<file path="src/rtl/keypad_scan_if.sv">
// keypad_scan_if -- bundles the keypad scanner's scan/keypad/key-event signals.
//   scan_tick : one-clk step strobe (master -> slave)
//   row_in    : keypad rows, active-low (master -> slave)
//   col_out   : column drive, active-low one-cold (slave -> master)
//   key_code  : {row[1:0], col[1:0]} of the accepted key (slave -> master)
//   key_valid : one-clk pulse per accepted key event (slave -> master)
//   key_held  : high while the accepted key is debounced-down (slave -> master)
interface keypad_scan_if;
  logic       scan_tick;
  logic [3:0] row_in;
  logic [3:0] col_out;
  logic [3:0] key_code;
  logic       key_valid;
  logic       key_held;

  modport master (
    output scan_tick, row_in,
    input  col_out, key_code, key_valid, key_held
  );

  modport slave (
    input  scan_tick, row_in,
    output col_out, key_code, key_valid, key_held
  );
endinterface

</file>
<file path="src/rtl/keypad_scan.sv">
// keypad_scan -- 4x4 matrix keypad scanner with press/release debounce.
// Ports:
//   clk : single clock, rising edge
//   rst : synchronous active-high reset
//   bus : keypad_scan_if.slave (scan_tick, row_in in; col_out, key_code,
//         key_valid, key_held out; all outputs registered)
// Parameters:
//   DEBOUNCE_CNT : matching scan ticks to accept a press or release (2..15)
//   REPEAT_TICKS : scan ticks between auto-repeat events (2..255)
// Optional feature: define KEYPAD_REPEAT_EN to enable auto-repeat of
// key_valid while a key stays pressed.
module keypad_scan #(
  parameter int unsigned DEBOUNCE_CNT = 4,
  parameter int unsigned REPEAT_TICKS = 32
) (
  input logic         clk,
  input logic         rst,
  keypad_scan_if.slave bus
);

  typedef enum logic [1:0] {S_SCAN, S_DEBOUNCE, S_PRESSED, S_RELEASE} state_t;

  // The tick that enters DEBOUNCE/RELEASE is the first qualifying sample,
  // so the counter only has to climb to DEBOUNCE_CNT-1 across the rest.
  localparam logic [3:0] CNT_LAST = 4'(DEBOUNCE_CNT - 2);

  if (DEBOUNCE_CNT < 2 || DEBOUNCE_CNT > 15 ||
      REPEAT_TICKS < 2 || REPEAT_TICKS > 255) begin : g_bad_cfg
    $error("keypad_scan: DEBOUNCE_CNT or REPEAT_TICKS out of range");
  end

  state_t     r_state, w_state_nxt;
  logic [1:0] r_col, w_col_nxt;
  logic [3:0] r_col_out, w_col_out_nxt;
  logic [3:0] r_pat, w_pat_nxt;
  logic [1:0] r_row, w_row_nxt;
  logic [3:0] r_cnt, w_cnt_nxt;
  logic [3:0] r_key_code, w_key_code_nxt;
  logic       r_key_valid, w_key_valid_nxt;
  logic       r_key_held, w_key_held_nxt;
`ifdef KEYPAD_REPEAT_EN
  localparam logic [7:0] REP_LAST = 8'(REPEAT_TICKS - 1);
  logic [7:0] r_rep_cnt, w_rep_cnt_nxt;
`endif

  logic       w_idle;
  logic       w_match;
  logic       w_cnt_done;
  logic [1:0] w_row_lo;

  assign w_idle     = (bus.row_in == 4'hF);
  assign w_match    = (bus.row_in == r_pat);
  assign w_cnt_done = (r_cnt == CNT_LAST);

  // Lowest-index closed row wins when several rows read low.
  always_comb begin
    w_row_lo = '0;
    for (int unsigned i = 4; i > 0; i--) begin
      if (!bus.row_in[i-1]) w_row_lo = 2'(i - 1);
    end
  end

  always_ff @(posedge clk) begin
    if (rst) begin
      r_state     <= S_SCAN;
      r_col       <= '0;
      r_col_out   <= 4'b1110;
      r_pat       <= '1;
      r_row       <= '0;
      r_cnt       <= '0;
      r_key_code  <= '0;
      r_key_valid <= 1'b0;
      r_key_held  <= 1'b0;
`ifdef KEYPAD_REPEAT_EN
      r_rep_cnt   <= '0;
`endif
    end else begin
      r_state     <= w_state_nxt;
      r_col       <= w_col_nxt;
      r_col_out   <= w_col_out_nxt;
      r_pat       <= w_pat_nxt;
      r_row       <= w_row_nxt;
      r_cnt       <= w_cnt_nxt;
      r_key_code  <= w_key_code_nxt;
      r_key_valid <= w_key_valid_nxt;
      r_key_held  <= w_key_held_nxt;
`ifdef KEYPAD_REPEAT_EN
      r_rep_cnt   <= w_rep_cnt_nxt;
`endif
    end
  end

  always_comb begin
    w_state_nxt = r_state;
    if (bus.scan_tick) begin
      case (r_state)
        S_SCAN:     if (!w_idle) w_state_nxt = S_DEBOUNCE;
        S_DEBOUNCE: if (!w_match) w_state_nxt = S_SCAN;
                    else if (w_cnt_done) w_state_nxt = S_PRESSED;
        S_PRESSED:  if (w_idle) w_state_nxt = S_RELEASE;
        S_RELEASE:  if (!w_idle) w_state_nxt = S_PRESSED;
                    else if (w_cnt_done) w_state_nxt = S_SCAN;
        default:    w_state_nxt = S_SCAN;
      endcase
    end
  end

  always_comb begin
    w_col_nxt       = r_col;
    w_col_out_nxt   = r_col_out;
    w_pat_nxt       = r_pat;
    w_row_nxt       = r_row;
    w_cnt_nxt       = r_cnt;
    w_key_code_nxt  = r_key_code;
    w_key_valid_nxt = 1'b0;
    w_key_held_nxt  = r_key_held;
`ifdef KEYPAD_REPEAT_EN
    w_rep_cnt_nxt   = r_rep_cnt;
`endif
    if (bus.scan_tick) begin
      // Every tick that lands in SCAN (idle scan, bounce abort, release
      // done) moves on to the next column.
      if (w_state_nxt == S_SCAN) begin
        w_col_nxt     = r_col + 2'd1;
        w_col_out_nxt = ~(4'b0001 << w_col_nxt);
      end
      case (r_state)
        S_SCAN: if (!w_idle) begin
          w_pat_nxt = bus.row_in;
          w_row_nxt = w_row_lo;
          w_cnt_nxt = '0;
        end
        S_DEBOUNCE: if (w_match) begin
          w_cnt_nxt = r_cnt + 4'd1;
          if (w_cnt_done) begin
            w_key_code_nxt  = {r_row, r_col};
            w_key_valid_nxt = 1'b1;
          end
        end
        S_PRESSED: if (w_idle) w_cnt_nxt = '0;
        S_RELEASE: if (w_idle) w_cnt_nxt = r_cnt + 4'd1;
        default: ;
      endcase
      w_key_held_nxt = (w_state_nxt == S_PRESSED) || (w_state_nxt == S_RELEASE);
`ifdef KEYPAD_REPEAT_EN
      // Cleared only on a fresh acceptance; a bounce back from RELEASE
      // resumes the running count.
      if (r_state == S_DEBOUNCE && w_state_nxt == S_PRESSED) begin
        w_rep_cnt_nxt = '0;
      end else if (r_state == S_PRESSED && w_state_nxt == S_PRESSED) begin
        if (r_rep_cnt == REP_LAST) begin
          w_rep_cnt_nxt   = '0;
          w_key_valid_nxt = 1'b1;
        end else begin
          w_rep_cnt_nxt = r_rep_cnt + 8'd1;
        end
      end
`endif
    end
  end

  assign bus.col_out   = r_col_out;
  assign bus.key_code  = r_key_code;
  assign bus.key_valid = r_key_valid;
  assign bus.key_held  = r_key_held;

endmodule

</file>
<file path="src/flat_wrapper.sv">
// flat-port wrapper written by rule: the top's interface ports become plain ports
module keypad_scan_flat 
#(
  parameter int unsigned DEBOUNCE_CNT = 4,
  parameter int unsigned REPEAT_TICKS = 32
)
  (clk, rst, bus_scan_tick, bus_row_in, bus_col_out, bus_key_code, bus_key_valid, bus_key_held);
  keypad_scan_if bus_i ();
  input logic clk;
  input logic rst;
  input wire logic [$bits(bus_i.scan_tick)-1:0] bus_scan_tick;
  input wire logic [$bits(bus_i.row_in)-1:0] bus_row_in;
  output wire logic [$bits(bus_i.col_out)-1:0] bus_col_out;
  output wire logic [$bits(bus_i.key_code)-1:0] bus_key_code;
  output wire logic [$bits(bus_i.key_valid)-1:0] bus_key_valid;
  output wire logic [$bits(bus_i.key_held)-1:0] bus_key_held;
  assign bus_i.scan_tick = bus_scan_tick;
  assign bus_i.row_in = bus_row_in;
  assign bus_col_out = bus_i.col_out;
  assign bus_key_code = bus_i.key_code;
  assign bus_key_valid = bus_i.key_valid;
  assign bus_key_held = bus_i.key_held;
  keypad_scan #(.DEBOUNCE_CNT(DEBOUNCE_CNT), .REPEAT_TICKS(REPEAT_TICKS)) u_core (.clk(clk), .rst(rst), .bus(bus_i));
endmodule
</file>
<file path="config.mk">
export PLATFORM = sky130hd
export DESIGN_NAME = keypad_scan_flat
export DESIGN_NICKNAME = d
export VERILOG_FILES = /design/src/rtl/keypad_scan_if.sv /design/src/rtl/keypad_scan.sv /design/src/flat_wrapper.sv
export SDC_FILE = /design/constraint.sdc
export NUM_CORES = 1
export LEC_CHECK = 0
export CORE_ASPECT_RATIO = 0.75
export CORE_MARGIN = 3
export CORE_UTILIZATION = 57
export CTS_CLUSTER_SIZE = 24
export DETAILED_ROUTE_END_ITERATION = 16
export PLACE_DENSITY = 0.92
export SLEW_MARGIN = 20
export SYNTH_ARGS = -nofsm -noshare
export SYNTH_HDL_FRONTEND = slang
export SYNTH_SLANG_ARGS = --single-unit
</file>
<file path="constraint.sdc">
create_clock -name clk -period 3.6 [get_ports clk]
set_input_delay 0.36 -clock clk [delete_from_list [all_inputs] [get_ports clk]]
set_output_delay 0.36 -clock clk [all_outputs]
set_load 0.005 [all_outputs]
</file>
==> run_results.csv, run 1 <==
group,metric,value,unit
outcome,outcome,"finished clean",
clock_network,cts_buffers,3,
power_and_ir_drop,ir_worst_vdd,0.000246,V
worst_setup_path,end_kind,"register",
power_and_ir_drop,pwr-share-seq,57.4,%
final_layout,layout_commonest_cell,"dfxtp_1",
worst_setup_path,path_max_fanout,9,
detailed_routing,drc,0,
timing,min_period_over_period,62.2,%
timing,setup-violations-final,0,
clock_network,insertion_delay,0.31,ns
final_layout,areaGrowthSynthToFinish,15.5,%
final_layout,drive_gt1_share,7.53,%
timing,clock_skew,0.00119,ns
worst_setup_path,critPathArrivalTime,2.46,ns
final_layout,n_fill_cell,143,
clock_network,cts_tree,"yes",
timing,final.setup.worst_slack,1.36,ns
synthesis,netlist_instances,133,
clock_network,root_buffer,"clkbuf_4",
final_layout,final_util,75.3,%
placed_design,portBuffers,16,
timing,tightestPinTransition,0.898,ns
timing,slew_headroom,39.9,%
synthesis,post_synth_num_cell_types,34,
detailed_routing,drt-wirelength-per-cell,13.7,um
power_and_ir_drop,p_leak,0.563,nW
floorplan,num_io_pins,17,
grt,grt_overflow,0,
power_and_ir_drop,switching_share,24.9,%
placed_design,gp_congestion,0.820,
worst_setup_path,required,3.82,ns
hold_path,hold_path_class,"reg2reg",
final_layout,antenna_cells,0,
clock_network,holdBufCountCts,0,
worst_setup_path,cp-start-kind,"register",
final_layout,final_area,1410,um2
worst_setup_path,path_class,"reg2reg",
grt,antenna_found_initial,0,
power_and_ir_drop,comb_power_share,14.6,%
floorplan,die_w,59.4,um
placed_design,pre_cts_slack,1.04,ns
clock_network,cts_resized,0,
synthesis,yosysWarnings,0,
timing,max_freq,447,MHz
timing,rsz0062_at_grt,"no",
clock_network,cts_sinks,24,
synthesis,synth.avg_cell_area,9.16,um2
clock_network,clkTransAtPathRegs,0.12,ns
placed_design,dpl.hpwl,1720,um
detailed_routing,dr_total_vias,960,
grt,grt_first_pass_wirelength,3930,um
synthesis,syn_nets,146,
final_layout,final_cell_mix,"24 x dfxtp_1, 16 x clkdlybuf4s50_1, 15 x nor2_1",
floorplan,start_util,65.2,%
power_and_ir_drop,pwr-share-clk,28.0,%
power_and_ir_drop,p_int,0.000375,W
placed_design,placement.cell_area,1370,um2
timing,final_max_slew_viol_count,0,
floorplan,core-area,1870,um2
timing,hold_viol,0,
grt,grt_util_all_layers,19.3,%
floorplan,die_y,46.0,um
timing,tns,0,ns
clock_network,clockBufferDepth,2,
grt,grt_pass1_vias,919,
job,maxCapViolations,0,
synthesis,synth_seq_cells,24,
detailed_routing,first_iter_violations,28,
detailed_routing,drt-total-wl,2300,um
final_layout,nets,160,
detailed_routing,detail_route.first_pass.iterations,4,
timing,min_period,2.24,ns
floorplan,die_area,2730,um2
detailed_routing,drtAntennaViolNets,0,
power_and_ir_drop,p_switching,0.000124,W
grt,grt_max_degree,28,
clock_network,post_cts_buffers,0,
detailed_routing,viasPerCell,5.71,
clock_network,htreeDepth,1,
power_and_ir_drop,p_total,0.000499,W
synthesis,seq_area_frac_synth,39.4,%
floorplan,num_rows,13,
synthesis,netlist_area,1220,um2
power_and_ir_drop,p_per_area,355,nW/um2
[metal layers]
layer	vias to the layer above	track usage, %	wire [um]
li1	480	-	-
met4	0	7.69	26
met5	-	0	0
met1	450	24.8	1140
met2	25	30.9	1010
met3	5	5.10	130
[cell families (layout without fill, tap and decap cells)]
group / Yosys count / count (layout) / share of synthesized area [%]
flip-flops: 24 / 24 / 39.4
AND/OR/NAND/NOR: 49 / 49 / 22.1
buffers and inverters: 15 / 28 / 5.34
XOR/XNOR: 7 / 7 / 5.03
adder cells (fa/ha/maj): 6 / 6 / 6.16
multiplexers: 13 / 13 / 11.3
AO/OA/AOI/OAI: 19 / 19 / 10.7
[metrics by stage]
step	hold WS (ns)	std cells
floorplan	0.445	133
global placement	0.465	164
detailed placement	0.480	164
CTS	0.498	168
global route	0.518	168
finish	0.499	168
[state kept, by name, indices dropped and copies added (netlist names)]
signal / flops
u_core.bus.col_out: 4
u_core.bus.key_code: 4
u_core.r_cnt: 4
u_core.r_pat: 4
u_core.r_col: 2
u_core.r_row: 2
u_core.r_state: 2
u_core.bus.key_held: 1
u_core.bus.key_valid: 1
[cells in the mapped netlist]
cell	count	area share, %
nand4bb_1	1	0.92
mux2_2	2	1.8
clkbuf_1	5	1.5
mux2i_1	10	8.2
and3_1	1	0.51
and4_1	1	0.72
nor2b_1	8	4.1
inv_1	8	2.5
nand2b_1	5	2.6
o41ai_1	1	0.72
buf_6	1	0.92
o21ai_0	4	1.6
a211oi_1	1	0.62
or3_1	2	1.0
nand2_1	5	1.5
a31o_2	1	0.72
nor4_1	1	0.51
nor4bb_1	1	0.82
a211o_1	3	2.2
a21oi_1	5	2.1
o31ai_1	1	0.62
dfxtp_1	24	39
ha_1	6	6.2
o211ai_1	1	0.62
a211o_2	1	0.82
o32ai_1	1	0.72
nor3_2	2	1.6
nor2_1	15	4.6
nor3_1	2	0.82
nand3_1	3	1.2
xnor2_1	7	5.0
buf_2	1	0.41
mux2_4	1	1.2
nand4_1	2	1.0
[power groups by stage]
stage	clock network, W	logic (W)	registers (W)
final	0.000140	0.0000728	0.000287
after global routing	0.000154	0.0000812	0.000288
after floorplan	0	0.0000512	0.000289
after detailed placement	0	0.0000723	0.000292
after CTS	0.000140	0.0000730	0.000286
after global placement	0	0.0000693	0.000291
[final timing paths]
| check | startpoint | to | slack (ns) | depth (start not counted) |
|---|---|---|---|---|
| setup / recovery | u_core.r_state[0] | u_core.bus.col_out[0] | 1.36 | 5 |
| hold / removal | u_core.r_row[0] | u_core.r_row[0] | 0.50 | 2 |
| setup reg to reg | u_core.r_state[0] | u_core.bus.col_out[0] | 1.36 | 5 |
| hold reg to reg | u_core.r_row[0] | u_core.r_row[0] | 0.50 | 2 |
[critical path, stage by stage (launching register included)]
cell       delay [ns]
dfxtp_1          0.55
nand4bb_1        0.33
nand3_1          0.18
o211ai_1         0.13
nor3_2           0.55
mux2_2           0.40
[layout make-up]
type	count	area [um2]	share of cell area (%)
Clock buffer	4	36.3	2.58
Inverter	8	30.0	2.13
Tap cell	22	27.5	1.96
Multi-Input combinational cell	94	673	47.8
Sequential cell	24	480	34.1
Timing Repair Buffer	16	160	11.4
(Power assumes the default switching activity.)
==> run 2: changes to the inputs <==
Settings changed: CORE_UTILIZATION 57 to 48, PLACE_DENSITY 0.92 to 0.83.
Clock period 3.6 ns to 1.8 ns, I/O delays scaled along.
==> run 2 against run 1 <==
Compared with the run above: the run now ends with negative setup slack left; combinational power increased to 3.1 times the previous value; setup slack worse by 1.5 ns; die area increased by 16%; clock power increased by 120%; core utilization decreased by 0.12 points; final cell count increased by 26%; fmax increased by 14%; final area up 26%; routed wire length is 43% higher; highest routed layer unchanged.
==> run_results.csv, run 2 (same netlist as run 1, synthesis figures left out) <==
group,metric,value,unit
floorplan,die_area,3190,um2
floorplan,core-area,2360,um2
grt,grt_util_all_layers,20.1,%
power_and_ir_drop,p_leak,0.735,nW
detailed_routing,wl_met2,1650,um
timing,rsz0062_at_grt,"yes",
worst_setup_path,end_kind,"register",
grt,grt_overflow,0,
detailed_routing,routed.top_layer,"met4",
clock_network,cts_buffers,3,
grt,grt_pass1_vias,1103,
final_layout,nets,192,
detailed_routing,drc,0,
detailed_routing,detail_route.first_pass.iterations,4,
clock_network,holdBufCountCts,0,
timing,slew_headroom,75.4,%
worst_setup_path,cp-start-kind,"register",
timing,final_max_slew_viol_count,0,
placed_design,portBuffers,16,
clock_network,root_buffer,"clkbuf_4",
floorplan,num_io_pins,17,
detailed_routing,route.met3.wl,188,um
detailed_routing,first_iter_violations,56,
grt,grt_first_pass_wirelength,5030,um
clock_network,cts_tree,"yes",
timing,min_period_over_period,109,%
final_layout,antenna_cells,0,
timing,setup-violations-final,10,
worst_setup_path,crit_path_start,"u_core.r_cnt[0]",
placed_design,gp_congestion,0.869,
worst_setup_path,critPathArrivalTime,2.23,ns
clock_network,clockBufferDepth,2,
worst_setup_path,rr_worst_depth,9,
timing,clock_skew,0.00140,ns
timing,tns,-1.13,ns
detailed_routing,drt-total-wl,3290,um
timing,max_freq,508,MHz
worst_setup_path,path_max_fanout,5,
detailed_routing,viasPerCell,5.54,
floorplan,num_rows,15,
clock_network,htreeDepth,1,
clock_network,insertion_delay,0.33,ns
floorplan,die_y,49.6,um
timing,final.setup.worst_slack,-0.170,ns
final_layout,n_fill_cell,166,
detailed_routing,drt-met1-wl,1360,um
floorplan,start_util,51.5,%
final_layout,layout_commonest_cell,"buf_4",
timing,hold_viol,0,
final_layout,seq_area,483,um2
grt,grt_max_degree,28,
timing,min_period,1.97,ns
final_layout,drive_gt1_share,30.9,%
hold_path,hold_path_class,"in2reg",
hold_path,min-delay-start,"bus_row_in[2]",
placed_design,placedCellCount,203,
final_layout,final_cells,212,
outcome,outcome,"complete, but fails checks",
worst_setup_path,path_class,"reg2reg",
floorplan,die_w,64.2,um
job,maxCapViolations,0,
power_and_ir_drop,p_per_area,619,nW/um2
placed_design,dpl.hpwl,2240,um
outcome,violations,"negative setup slack",
worst_setup_path,reg2reg_from,"u_core.r_cnt[0]",
worst_setup_path,required,2.06,ns
detailed_routing,dr_total_vias,1174,
clock_network,cts_sinks,24,
final_layout,areaGrowthSynthToFinish,45.8,%
final_layout,final_cell_mix,"27 x buf_4, 22 x dfxtp_1, 15 x nor2_1, 15 x clkdlybuf4s50_1, 9 x mux2i_1",
final_layout,multi_input_area,758,um2
power_and_ir_drop,ir_worst_vdd,0.000517,V
timing,tightestPinTransition,0.364,ns
grt,antenna_found_initial,0,
hold_path,worstHoldPathCells,2,
detailed_routing,drt-wirelength-per-cell,15.5,um
clock_network,clkTransAtPathRegs,0.14,ns
detailed_routing,drtAntennaViolNets,0,
-- run 2: cell count changes in the layout (fill, tap and decap cells not counted), moves of 2 or more --
cell	delta
buf_4	+27
buf_6	+4
dfxtp_1	-2
dfxtp_2	+2
mux2_2	-2
mux2_4	+2
nor3_4	+2
-- run 2: through the flow --
step / total power, W / utilization (%) / hold WS [ns] / instance area, um2 / worst slack, ns
after floorplan: 0.000681 / - / 0.298 / 1220 / -0.00841
after global routing: 0.00115 / 75.1 / 0.343 / 1780 / -0.218
after CTS: 0.00107 / 72.2 / 0.353 / 1710 / -0.0436
final: 0.00110 / 75.1 / 0.329 / 1780 / -0.170
after detailed placement: 0.000784 / 68.0 / 0.471 / 1610 / -0.358
after global placement: 0.000769 / 68.0 / 0.462 / 1610 / -0.290
-- run 2: power by group --
group	internal (W)	total (W)	switching, W
Sequential	0.000554	0.000571	0.0000167
Clock	0.000124	0.000302	0.000177
Combinational	0.000123	0.000227	0.000104
-- run 2: path summary, 6_finish.rpt --
check / endpoint / slack, ns
worst max-delay path: u_core.bus.col_out[1] / -0.17
worst min-delay path: u_core.r_pat[2] / 0.33
worst min register to register: u_core.r_row[0] / 0.48
worst max register to register: u_core.bus.col_out[1] / -0.17
-- run 2: critical path: stages (launching register included) --
cell and delay [ns]:
dfxtp_2 0.36, inv_2 0.08, ha_4 0.15, nand4bb_4 0.16, buf_6 0.17, o21ai_4 0.13, nand2_2 0.10, nor3_4 0.36
buf_6 0.17, mux2i_2 0.22
-- run 2: layout make-up --
type	count	share of cell area, %
Clock buffer	4	2.04
Inverter	8	1.69
Multi-Input combinational cell	94	42.7
Sequential cell	24	27.2
Tap cell	34	2.39
Timing Repair Buffer	48	24.0
-- run 2: layer usage --
| layer | track usage, % | vias up |
|---|---|---|
| li1 | - | 547 |
| met1 | 24.7 | 567 |
| met2 | 35.5 | 50 |
| met3 | 4.56 | 10 |
| met4 | 4.91 | 0 |
| met5 | 0 | - |
-- run 2: timing repair --
item                                    4_1_cts  5_1_grt
gates resized for setup                      10       12
endpoints found under the setup margin       14       12
setup buffers                                 2        3
hold endpoints to repair                      0        0
pin swaps                                     2        3
==> run 3: changes to the inputs <==
Settings changed: CAP_MARGIN set to 20.
==> results of run 3 <==
The final DEF is identical to that of run 2; final timing and power are the same.
